### config.mk
export PLATFORM = sky130hd
export DESIGN_NAME = pwm_multi_dt
export DESIGN_NICKNAME = d
export VERILOG_FILES = /design/src/rtl/pwm_multi_dt.sv
export SDC_FILE = /design/constraint.sdc
export NUM_CORES = 1
export LEC_CHECK = 0
export ABC_AREA = 0
export CORE_MARGIN = 5
export CORE_UTILIZATION = 50
export DETAILED_ROUTE_END_ITERATION = 8
export MAX_ROUTING_LAYER = met4
export PLACE_DENSITY_LB_ADDON = 0.2
export SLEW_MARGIN = 20
export SYNTH_ARGS = -nofsm -noshare
export SYNTH_HDL_FRONTEND = slang
export SYNTH_SLANG_ARGS = --single-unit
### constraint.sdc
create_clock -name clk -period 28.7 [get_ports clk]
set_input_delay 8.61 -clock clk [delete_from_list [all_inputs] [get_ports clk]]
set_output_delay 8.61 -clock clk [all_outputs]
set_load 0.02 [all_outputs]
### src/rtl/pwm_multi_dt.sv
// pwm_multi_dt: shared-carrier multi-channel PWM with complementary
// dead-time outputs, carrier-locked ADC trigger and double-buffered config.
module pwm_multi_dt #(
    parameter int CH   = 2,
    parameter int W    = 26,
    parameter int DT_W = 8
) (
    input  logic            clk,
    input  logic            rst,
    input  logic            en,
    input  logic [W-1:0]    period,
    input  logic [CH*W-1:0] duty,
    input  logic [CH*W-1:0] phase,
    input  logic [DT_W-1:0] dead_time,
    input  logic [W-1:0]    trig_cmp,
    input  logic            load,
    output logic [W-1:0]    cnt,
    output logic            period_end,
    output logic            adc_trig,
    output logic            load_done,
    output logic [CH-1:0]   pwm_h,
    output logic [CH-1:0]   pwm_l
);

    logic [W-1:0]    per_p_q, per_p_d, per_s_q, per_s_d;
    logic [CH*W-1:0] duty_p_q, duty_p_d, duty_s_q, duty_s_d;
    logic [CH*W-1:0] ph_p_q, ph_p_d, ph_s_q, ph_s_d;
    logic [DT_W-1:0] dt_p_q, dt_p_d, dt_s_q, dt_s_d;
    logic [W-1:0]    trg_p_q, trg_p_d, trg_s_q, trg_s_d;
    logic            pend_q, pend_d;
    logic [W-1:0]    cnt_q, cnt_d;
    logic            trig_q, trig_d;
    logic            done_q, done_d;
    logic            act_q, act_d;
    logic [CH-1:0]   h_q, h_d, l_q, l_d, last_q, last_d;
    logic [CH-1:0][DT_W-1:0] k_q, k_d;

    logic            run, upd;
    logic [CH-1:0]   raw;
    logic [W-1:0]    ph_w;
    logic [W:0]      c_w;
    logic [DT_W-1:0] k_w;

    always_comb begin
        run = en && (per_s_q != '0);
        upd = pend_q && (!en || (cnt_q == per_s_q));

        per_p_d  = per_p_q;
        duty_p_d = duty_p_q;
        ph_p_d   = ph_p_q;
        dt_p_d   = dt_p_q;
        trg_p_d  = trg_p_q;
        pend_d   = pend_q && !upd;
        if (load) begin
            per_p_d  = period;
            duty_p_d = duty;
            ph_p_d   = phase;
            dt_p_d   = dead_time;
            trg_p_d  = trig_cmp;
            pend_d   = 1'b1;
        end

        per_s_d  = per_s_q;
        duty_s_d = duty_s_q;
        ph_s_d   = ph_s_q;
        dt_s_d   = dt_s_q;
        trg_s_d  = trg_s_q;
        if (upd) begin
            per_s_d  = per_p_q;
            duty_s_d = duty_p_q;
            ph_s_d   = ph_p_q;
            dt_s_d   = dt_p_q;
            trg_s_d  = trg_p_q;
        end

        cnt_d = '0;
        if (run) begin
            cnt_d = (cnt_q == per_s_q) ? '0 : cnt_q + W'(1);
        end
        trig_d = run && (cnt_q == trg_s_q);
        done_d = upd;
        act_d  = run;

        h_d    = '0;
        l_d    = '0;
        last_d = '0;
        k_d    = '0;
        raw    = '0;
        ph_w   = '0;
        c_w    = '0;
        k_w    = '0;
        for (int i = 0; i < CH; i++) begin
            ph_w = ph_s_q[i*W +: W];
            if (ph_w > per_s_q) begin
                ph_w = '0;
            end
            // W+1 bits so cnt+phase cannot overflow before folding
            c_w = {1'b0, cnt_q} + {1'b0, ph_w};
            if (c_w > {1'b0, per_s_q}) begin
                c_w = c_w - {1'b0, per_s_q} - (W+1)'(1);
            end
            raw[i] = run && (c_w < {1'b0, duty_s_q[i*W +: W]});
            // k_w: prior consecutive cycles at this level, saturating
            k_w = '0;
            if (act_q && (raw[i] == last_q[i])) begin
                k_w = (&k_q[i]) ? k_q[i] : k_q[i] + DT_W'(1);
            end
            if (run) begin
                h_d[i]    = raw[i] && (k_w >= dt_s_q);
                l_d[i]    = !raw[i] && (k_w >= dt_s_q);
                last_d[i] = raw[i];
                k_d[i]    = k_w;
            end
        end
    end

    always_ff @(posedge clk or posedge rst) begin
        if (rst) begin
            per_p_q  <= '0;
            duty_p_q <= '0;
            ph_p_q   <= '0;
            dt_p_q   <= '0;
            trg_p_q  <= '0;
            pend_q   <= 1'b0;
            per_s_q  <= '0;
            duty_s_q <= '0;
            ph_s_q   <= '0;
            dt_s_q   <= '0;
            trg_s_q  <= '0;
            cnt_q    <= '0;
            trig_q   <= 1'b0;
            done_q   <= 1'b0;
            act_q    <= 1'b0;
            h_q      <= '0;
            l_q      <= '0;
            last_q   <= '0;
            k_q      <= '0;
        end else begin
            per_p_q  <= per_p_d;
            duty_p_q <= duty_p_d;
            ph_p_q   <= ph_p_d;
            dt_p_q   <= dt_p_d;
            trg_p_q  <= trg_p_d;
            pend_q   <= pend_d;
            per_s_q  <= per_s_d;
            duty_s_q <= duty_s_d;
            ph_s_q   <= ph_s_d;
            dt_s_q   <= dt_s_d;
            trg_s_q  <= trg_s_d;
            cnt_q    <= cnt_d;
            trig_q   <= trig_d;
            done_q   <= done_d;
            act_q    <= act_d;
            h_q      <= h_d;
            l_q      <= l_d;
            last_q   <= last_d;
            k_q      <= k_d;
        end
    end

    assign cnt        = cnt_q;
    assign period_end = run && (cnt_q == per_s_q);
    assign adc_trig   = trig_q;
    assign load_done  = done_q;
    assign pwm_h      = h_q;
    assign pwm_l      = l_q;

endmodule

---- Word-level counts from Yosys, hierarchy flattened ----
Cells that the tools add are included.
word-level totals
  input port bits ......................... 168
  output and inout port bits .............. 33
  bits in registers ....................... 380
  word-level logic and storage cells ...... 81
operators by class
  add/subtract/negate cells ............... 9
  magnitude comparators ................... 8
  equality and inequality tests ........... 4
  muxes and demuxes ....................... 19
  reductions and logical operators ........ 21
operator list
  kind                                                 count
  2-to-1 mux 26 bit                                    4
  adder 26 x 26 -> 27 bit                              2
  > comparator 27 x 26 -> 1 bit                        2
  < comparator 27 x 26 -> 1 bit                        2
  2-to-1 mux 27 bit                                    2
  subtractor 27 x 1 -> 27 bit (second input constant)  2
  subtractor 27 x 26 -> 27 bit                         2
  equality test 26 bit                                 2
  > comparator 26 bit                                  2
  2-to-1 mux 8 bit                                     6
  adder 26 x 1 -> 26 bit (second input constant)       1
  nonzero test 26 bit                                  1
  adder 8 x 1 -> 8 bit (second input constant)         2
  greater-or-equal comparator 8 bit                    2
  AND reduction 8 bit                                  2
  logical AND 1 bit                                    13
  2-to-1 mux 1 bit                                     7
  zero test 1 bit                                      4
  equality test 1 bit                                  2
  logical OR 1 bit                                     1

---- Longest topological paths before layout ----
Gate-level depths: netlist of run 1.
  depth after elaboration ................. 14
  gate-level depth with buffers ........... 54
  depth with buffers taken out ............ 51

---- Worst setup path before layout of run 1 ----
No wires, ideal clock.
  path type ............................... in2out
  start ................................... input en
  end ..................................... output period_end
  path buffers ............................ 1
  stages .................................. 3
  data required time ...................... 20,090 ps
  data arrival time ....................... 9,283 ps
  path slack .............................. 10,807 ps
  path through ............................ o21ai_1 -> clkbuf_1 -> nor2_1
between the ends
  word-level cells in the longest chain between the ends .. 2
RTL lines
  element             line  text
  start: declaration  10    input logic en,
  logical AND 1 bit   45    run = en && (per_s_q != '0);
  logical AND 1 bit   162   assign period_end = run && (cnt_q == per_s_q);
  end: declaration    18    output logic period_end,
Every way passes these cells.

---- Worst setup path in the final report of run 1 ----
Ends and elaborated chain as after synthesis.

==> summary.md, run 1 <==
| Metric | Value |
|---|---|
| Data required time of the critical path | 20.09 ns |
| Syn Nets | 2733 |
| Cell leakage power | 13.2 nW |
| GRT Residual Overflow | 0 |
| EDFF count, synth | 0 |
| Top cell type's share of synthesized area | 39.1% |
| Max Cap Violations | 0 |
| Die Y | 231 um |
| Largest net degree at the start of global routing | 166 |
| WS Path Type | in -> out |
| Number of vias in the routed layout | 18900 |
| Synthesized area per cell | 10.4 um^2 |
| Core ar. | 47900 um^2 |
| Clk_skew | 0.0259 ns |
| Unrepaired setup endpoints after global routing | no |
| Top Ports | 201 |
| Die X-Extent | 231 um |
| CTS Hold Buffers Added | 0 |
| Vias in the first global route | 19300 |
| Area growth from synthesis to layout | 17.7% |
| Initial antenna violation count | 0 |
| DP Area | 27100 um^2 |
| Design area | 28600 um^2 |
| Final Cycle Share | 65.8% |
| H-tree depth | 2 |
| Worst Path Arrival | 10.27 ns |
| Slew Viols, Final | 0 |
| Critical path launch point type | primary input |
| Post-CTS setup buffer count | 0 |
| Clock Sinks | 380 |
| CTS Buf Count | 42 |
| Top cells by area, synth | dfrtp_1 39%, mux2_2 16%, ha_1 12% |
| CTS tree | built |
| Clock slew at reported path FFs | 0.06 ns |
| # fillers | 4047 |
| Outcome | complete, no violations |
| Worst Setup SP | en |
| Cts repair resizes | 0 |
| Tmin final | 18.88 ns |
| Async set or reset register ratio after synthesis | 100% |
| Number of port buffers | 200 |
| Num rows | 80 |
| Die area | 53200 um^2 |
| Most common cell after layout, fill and taps aside | dfrtp_1 |
| Worst VDD drop | 43.7 uV |
| Power Dens Cells | 81.0 nW/um^2 |
| Root Buffer | clkbuf_16 |
| DR vias/cell | 5.93 |
| Overall Global Routing Usage | 26.8% |
| Largest area contributor in the netlist | dfrtp_1 |
| Drt wl/cell | 21.9 um |
| Commonest non-fill, non-tap cells in the layout | 380 x dfrtp_1, 354 x mux2_2, 227 x ha_1, 199 x clkdlybuf4s50_1, 143 x a21oi_1 |
| Worst hold path type | reg -> reg |
| Post-synthesis cell type count | 71 |
| Worst skew pair latency | 0.59 ns |
| Nets | 2930 |
| DRC | 0 |
| Syn Inst Count | 2334 |
| Achievable Freq | 53.0 MHz |
| Number of routed nets with antenna violations | 0 |
| Worst-path maximum fanout | 17 |
| Post-Route WL | 69700 um |
| HP Start | duty_p_q[5]$_DFFE_PP0P_ |
| Synthesized area | 24300 um^2 |
| Crit end category | primary output |
| Max-Slew Margin vs Limit | 25.9% |
| Ratio of cells with drive above 1 in the final layout | 18.8% |
| DRT Pass-1 Iters | 6 |
| Post-synthesis sequential area ratio | 39.1% |
| Fin. Hold Viols | 0 |
| DRT iter0 DRCs | 1324 |
| Setup Viol. Count Final | 0 |
| Number of synthesized register bits | 380 |
| Initial core utilization | 50.7% |
| Gpl congestion | 0.954 |
| Detailed Place HPWL | 52900 um |
| Setup TNS | 0 ns |
| Global-route wire length before repair | 110000 um |
| R2R Path Start | per_s_q[1]$_DFFE_PP0P_ |
| Max clock buf depth | 3 |
| Top FF cell, synth | dfrtp_1 |
| Warnings, synthesis | 0 |
| Worst Tran Pin Value | 1.08 ns |
==> layer usage <==
metal / vias up / GRT usage [%] / part of all wire [%]
met3: 140 / 3.16 / 5.1
met2: 561 / 42.0 / 46
met5: - / - / 0
met4: 0 / 9.62 / 4.2
li1: 8837 / - / -
met1: 9319 / 36.5 / 45
==> power breakdown <==
| part | leakage [nW] | switching (W) | internal [W] |
|---|---|---|---|
| Sequential | 4.56 | 0.0000644 | 0.000609 |
| Combinational | 7.85 | 0.000594 | 0.000457 |
| Clock | 0.756 | 0.000231 | 0.000364 |
| Total | 13.2 | 0.000890 | 0.00143 |
==> state kept, by name, indices dropped and copies added (netlist names), 16 cells and up <==
register / count
cnt: 26
ph_p_q: 52
trg_s_q: 26
k_q: 16
trg_p_q: 26
per_p_q: 26
per_s_q: 26
ph_s_q: 52
duty_p_q: 52
duty_s_q: 52
==> path summary, 6_finish.rpt <==
path / end / slack [ns] / cells past startpoint
setup / recovery: period_end / 9.82 / 5
hold / removal: duty_s_q[5]$_DFFE_PP0P_ / 0.49 / 1
setup reg to reg: pwm_l[1]$_DFF_PP0_ / 15.61 / 48
hold reg to reg: duty_s_q[5]$_DFFE_PP0P_ / 0.49 / 1
max in group asynchronous: duty_s_q[9]$_DFFE_PP0P_ / 18.51 / 4
min in group asynchronous: per_p_q[6]$_DFFE_PP0P_ / 8.40 / 2
==> worst max-delay path, cell delays in order <==
cell and delay [ns]:
clkdlybuf4s50_1 0.52, o21ai_1 0.09, buf_4 0.23, nor2_1 0.18, clkdlybuf4s50_1 0.64
==> synth_stat cells, types with 29 or more instances <==
master / count
nand4_1: 43
clkbuf_1: 77
nor3_1: 35
nor2_1: 142
mux2_2: 354
inv_1: 124
dfrtp_1: 380
nand3_1: 45
xor2_1: 81
ha_1: 227
nand2_1: 126
xnor2_1: 87
o21ai_0: 81
a21oi_1: 143
o21a_1: 29
a21o_1: 60
and3_1: 30
==> metrics by stage <==
| stage | cells | power, W | setup WS [ns] | util, % | hold WS (ns) |
|---|---|---|---|---|---|
| after global placement | 3101 | 0.00169 | 9.81 | 56.4 | 0.486 |
| after CTS | 3179 | 0.00233 | 9.84 | 59.7 | 0.499 |
| after global routing | 3180 | 0.00249 | 9.73 | 59.7 | 0.518 |
| after detailed placement | 3101 | 0.00172 | 9.85 | 56.4 | 0.492 |
| after floorplan | 2334 | 0.00143 | 9.53 | - | 0.477 |
| final | 3181 | 0.00232 | 9.82 | 59.7 | 0.493 |
==> kinds of logic (layout without fill, tap and decap cells) <==
family                   count (synthesis)  after routing  synth area share [%]
multiplexers                           360            360                  16.6
XOR/XNOR                               168            168                  6.05
flip-flops                             380            380                  39.1
buffers and inverters                  206            437                  3.21
adder cells (fa/ha/maj)                231            231                  12.0
AND/OR/NAND/NOR                        551            551                  11.5
AO/OA/AOI/OAI                          438            438                  11.5
other                                    0              1                     0
==> layout make-up <==
| cell class | count | area [um^2] | share of cell area, % |
|---|---|---|---|
| clock buffer | 54 | 1170 | 4.07 |
| timing repair buffer | 233 | 2280 | 7.97 |
| multi-input combinational | 1748 | 14000 | 49.0 |
| tap | 615 | 769 | 2.69 |
| antenna | 1 | 2.50 | 0.00874 |
| clock inverter | 24 | 383 | 1.34 |
| inverter | 126 | 480 | 1.68 |
| sequential | 380 | 9510 | 33.2 |
Power figures use the tool's default switching activity.
==> run 2, diff against run 1 <==
clock period = 17.3 ns   (was 28.7 ns; I/O delays follow)
==> summary.md, run 2 (same netlist as run 1, synthesis figures left out) <==
| Metric | Value |
|---|---|
| Outcome | complete, no violations |
| CTS tree | built |
| Most common cell after layout, fill and taps aside | dfrtp_1 |
| CP max stage delay | 0.71 ns |
| Number of port buffers | 200 |
| Worst Path Arrival | 13.20 ns |
| Post-CTS setup buffer count | 0 |
| Cts repair resizes | 0 |
| Clock slew at reported path FFs | 0.06 ns |
| GRT Residual Overflow | 0 |
| Ratio of cells with drive above 1 in the final layout | 18.0% |
| Crit path depth | 48 |
| Critical path launch point type | flop |
| Clk_skew | 0.0249 ns |
| Worst R2R Setup Slack | 4.52 ns |
| # diodes | 0 |
| Post-Route WL | 70200 um |
| Register Area | 9510 um^2 |
| CTS Hold Buffers Added | 0 |
| WHS Path Cells | 1 |
| Worst VDD drop | 66.8 uV |
| Multi-input gate area | 14000 um^2 |
| Core ar. | 47900 um^2 |
| Worst hold path type | reg -> reg |
| Power Dens Cells | 134 nW/um^2 |
| Hold Path Sink | duty_p_q[4]$_DFFE_PP0P_ |
| Root Buffer | clkbuf_16 |
| Fin util | 59.2% |
| Overall Global Routing Usage | 26.9% |
| Unrepaired setup endpoints after global routing | no |
| Tmin final | 12.78 ns |
| Setup Viol. Count Final | 0 |
| Num rows | 80 |
| HP Start | duty_p_q[4]$_DFFE_PP0P_ |
| DRT iter0 DRCs | 1798 |
| Number of routed nets with antenna violations | 0 |
| Die Y | 231 um |
| Worst Tran Pin Value | 0.976 ns |
| Crit end category | flop |
| Largest net degree at the start of global routing | 125 |
| Nets | 2914 |
| Die area | 53200 um^2 |
| # fillers | 4010 |
| Global-route wire length before repair | 110000 um |
| Number of vias in the routed layout | 18900 |
| Worst skew pair latency | 0.57 ns |
| Max Cap Violations | 0 |
| Max-Slew Margin vs Limit | 35.0% |
| Initial antenna violation count | 1 |
| Fin. Hold Viols | 0 |
| Commonest non-fill, non-tap cells in the layout | 380 x dfrtp_1, 354 x mux2_2, 227 x ha_1, 199 x clkdlybuf4s50_1, 143 x a21oi_1 |
| Gpl congestion | 0.974 |
| Max clock buf depth | 3 |
| Initial core utilization | 50.7% |
| Cell leakage power | 13.0 nW |
| Drt wl/cell | 22.2 um |
| DRT Pass-1 Iters | 6 |
| Clock Sinks | 380 |
| Detailed Place HPWL | 53200 um |
| Setup TNS | 0 ns |
| DR vias/cell | 5.97 |
| Worst path buffer plus inverter count | 1 |
| WS Path Type | reg -> reg |
| Top Ports | 201 |
| CTS Buf Count | 43 |
| Register-to-Register Path Depth | 48 |
| H-tree depth | 2 |
| Area growth from synthesis to layout | 16.6% |
| Achievable Freq | 78.2 MHz |
| R2R Path Start | per_s_q[1]$_DFFE_PP0P_ |
| Critical path's most frequent cell | a21o_1 |
| Data required time of the critical path | 17.72 ns |
| Vias in the first global route | 18900 |
| Crit-path leading delay family | compound AO/OA/AOI/OAI gates |
| Final Cycle Share | 73.9% |
| FF-to-FF End | pwm_h[1]$_DFF_PP0_ |
| DRC | 0 |
| Worst-path maximum fanout | 26 |
| Die X-Extent | 231 um |
| Critical path's slowest cell | a2111oi_0 |
| Slew Viols, Final | 0 |
[run 2: cell count changes in the layout (fill, tap and decap cells not counted), sizes merged]
cell      previous run  this run
bufinv               8         4
clkbuf              54        57
clkinv               9        11
buf                 34        17
diode                1         0
inv                130       126
clkinvlp             3         1
[run 2: layout make-up]
cell class	instances	share of cell area, %
clock buffer	57	4.30
tap	615	2.71
sequential	380	33.5
timing repair buffer	216	7.50
multi-input combinational	1748	49.5
clock inverter	16	0.750
inverter	126	1.69
[run 2: through the flow]
stage	cell area (um^2)	cells	total power [W]	hold slack, ns	setup WS [ns]
3_3_place_gp	26900	3085	0.00281	0.484	4.88
4_1_cts	28400	3158	0.00380	0.505	4.61
5_1_grt	28400	3158	0.00407	0.513	3.53
6_report	28400	3158	0.00380	0.501	4.52
3_5_place_dp	26900	3085	0.00286	0.490	4.69
2_1_floorplan	24300	2334	0.00238	0.477	1.55
[run 2: where the power goes]
part	internal (W)	total (W)	switching (W)
Clock	0.000554	0.000920	0.000366
Sequential	0.00101	0.00111	0.000104
Combinational	0.000757	0.00177	0.00101
Total	0.00232	0.00380	0.00148
[run 2: how the worst max path moves through the flow]
stage / start / to
3_3_place_gp: per_s_q[1]$_DFFE_PP0P_ / pwm_h[0]$_DFF_PP0_
4_1_cts: per_s_q[1]$_DFFE_PP0P_ / pwm_h[1]$_DFF_PP0_
3_5_place_dp: per_s_q[1]$_DFFE_PP0P_ / pwm_h[1]$_DFF_PP0_
5_1_grt: per_s_q[1]$_DFFE_PP0P_ / pwm_h[1]$_DFF_PP0_
2_1_floorplan: rst / act_q$_DFF_PP0_
6_report: per_s_q[1]$_DFFE_PP0P_ / pwm_h[1]$_DFF_PP0_
[run 2: layer usage]
layer | track usage [%] | vias up | wire length (um)
met1 | 37.9 | 9272 | 32000
met2 | 41.1 | 678 | 31400
met4 | 8.61 | 0 | 2520
met3 | 3.11 | 119 | 4290
met5 | - | - | 0
li1 | - | 8790 | -
[run 2: worst register-to-register path, delay by kind of cell (launching register included)]
kind	cells	cell delay, ns
AOI/OAI and AO/OA	29	6.73
and+or+nand+nor	11	3.01
adders and majority gates	5	1.57
muxes	1	0.42
DFF	1	0.41
buffers and inverters	1	0.39
xor gates and xnor gates	1	0.13
==> run 3, diff against run 2 <==
clock period = 11.9 ns   (was 17.3 ns; I/O delays follow)
==> summary.md, run 3 (same netlist as run 1, synthesis figures left out) <==
| Metric | Value |
|---|---|
| Outcome | complete, no violations |
| WS Path Type | reg -> reg |
| Achievable Freq | 89.2 MHz |
| Fin util | 59.8% |
| DR vias/cell | 5.95 |
| Slew Viols, Final | 0 |
| Unrepaired setup endpoints after global routing | no |
| Tmin final | 11.21 ns |
| Num rows | 80 |
| Drt wl/cell | 22.5 um |
| Gpl congestion | 0.985 |
| Fin. Hold Viols | 0 |
| Total power | 0.00560 W |
| DRT iter0 DRCs | 1615 |
| GRT Residual Overflow | 0 |
| DRC | 0 |
| Die area | 53200 um^2 |
| Detailed Place HPWL | 53700 um |
| Critical path's most frequent cell | a21o_1 |
| Top Ports | 201 |
| Ratio of cells with drive above 1 in the final layout | 19.3% |
| DRT Pass-1 Iters | 5 |
| Worst-path maximum fanout | 25 |
| Initial core utilization | 50.7% |
| Max Cap Violations | 0 |
| CTS Buf Count | 42 |
| Number of routed nets with antenna violations | 0 |
| Root Buffer | clkbuf_16 |
| CTS tree | built |
| Overall Global Routing Usage | 27.4% |
| Clock Sinks | 380 |
| Area growth from synthesis to layout | 17.8% |
| Worst hold path type | reg -> reg |
| Max-Slew Margin vs Limit | 28.8% |
| Die Y | 231 um |
| Number of vias in the routed layout | 19000 |
| Commonest non-fill, non-tap cells in the layout | 380 x dfrtp_1, 354 x mux2_2, 226 x ha_1, 199 x clkdlybuf4s50_1, 142 x nor2_1 |
| Clk_skew | 0.0302 ns |
| Worst skew pair latency | 0.58 ns |
| Nets | 2939 |
| Power Dens Cells | 195 nW/um^2 |
| Worst VDD drop | 109 uV |
| Vias in the first global route | 19400 |
| Initial antenna violation count | 2 |
| Global-route wire length before repair | 112000 um |
| Crit end category | flop |
| Clock slew at reported path FFs | 0.06 ns |
| Critical path's slowest cell | or4b_2 |
| CTS Hold Buffers Added | 0 |
| Largest net degree at the start of global routing | 164 |
| Number of port buffers | 200 |
| Post-Route WL | 71600 um |
| Data required time of the critical path | 12.32 ns |
| Most common cell after layout, fill and taps aside | dfrtp_1 |
| Worst path buffer plus inverter count | 3 |
| Worst Path Arrival | 11.63 ns |
| Max clock buf depth | 3 |
| Setup Viol. Count Final | 0 |
| Worst R2R Setup Slack | 0.69 ns |
| H-tree depth | 2 |
| Cell leakage power | 13.1 nW |
| Die X-Extent | 231 um |
| Core ar. | 47900 um^2 |
| Crit-path leading delay family | compound AO/OA/AOI/OAI gates |
| CP max stage delay | 0.63 ns |
| Final Cycle Share | 94.2% |
| Worst Tran Pin Value | 1.04 ns |
| Critical path launch point type | flop |
-- run 3: layer usage --
layer | up-vias | wire length (um) | GRT usage, %
met2 | 648 | 31700 | 41.0
li1 | 8855 | - | -
met4 | 0 | 3160 | 10.5
met5 | - | 0 | -
met1 | 9299 | 32100 | 37.5
met3 | 163 | 4690 | 4.56
-- run 3: cell type report --
class                   count  area [um^2]
fillers                  4023        19300
multi-input cells        1749        14100
flip-flops and latches    380         9510
repair buffers            241         2350
clock buffers              63         1220
well taps                 615          769
inverters                 126          477
clock inverters            13          200
diodes                      2         5.00
-- run 3: where the power goes --
part / total [W] / switching (W) / internal, W
Clock: 0.00133 / 0.000533 / 0.000800
Combinational: 0.00264 / 0.00149 / 0.00115
Sequential: 0.00163 / 0.000157 / 0.00147
-- run 3: final timing paths --
path,startpoint,cells after the start,endpoint
max,per_s_q[1]$_DFFE_PP0P_,50,pwm_h[1]$_DFF_PP0_
min,per_p_q[17]$_DFFE_PP0P_,1,per_s_q[17]$_DFFE_PP0P_
max reg2reg,per_s_q[1]$_DFFE_PP0P_,50,pwm_h[1]$_DFF_PP0_
min reg2reg,per_p_q[17]$_DFFE_PP0P_,1,per_s_q[17]$_DFFE_PP0P_
max in group asynchronous,rst,4,k_q[11]$_DFF_PP0_
min in group asynchronous,rst,3,per_p_q[16]$_DFFE_PP0P_
-- run 3: repair_timing --
action	4_1_cts	5_1_grt
buffers inserted	0	6
resized for setup	1	22
setup endpoints to repair	2	4
gates cloned	0	1
pin swaps	0	2
-- run 3: metrics by stage --
step	worst slack, ns	cells	TNS [ns]	cell area (um^2)	hold WS, ns
2_1_floorplan	1.34	2334	0	24300	0.477
3_3_place_gp	-0.217	3104	-0.427	27100	0.485
3_5_place_dp	-0.287	3104	-0.570	27100	0.490
4_1_cts	0.0815	3180	0	28500	0.503
5_1_grt	0.0256	3189	0	28700	0.522
6_report	0.690	3189	0	28700	0.500
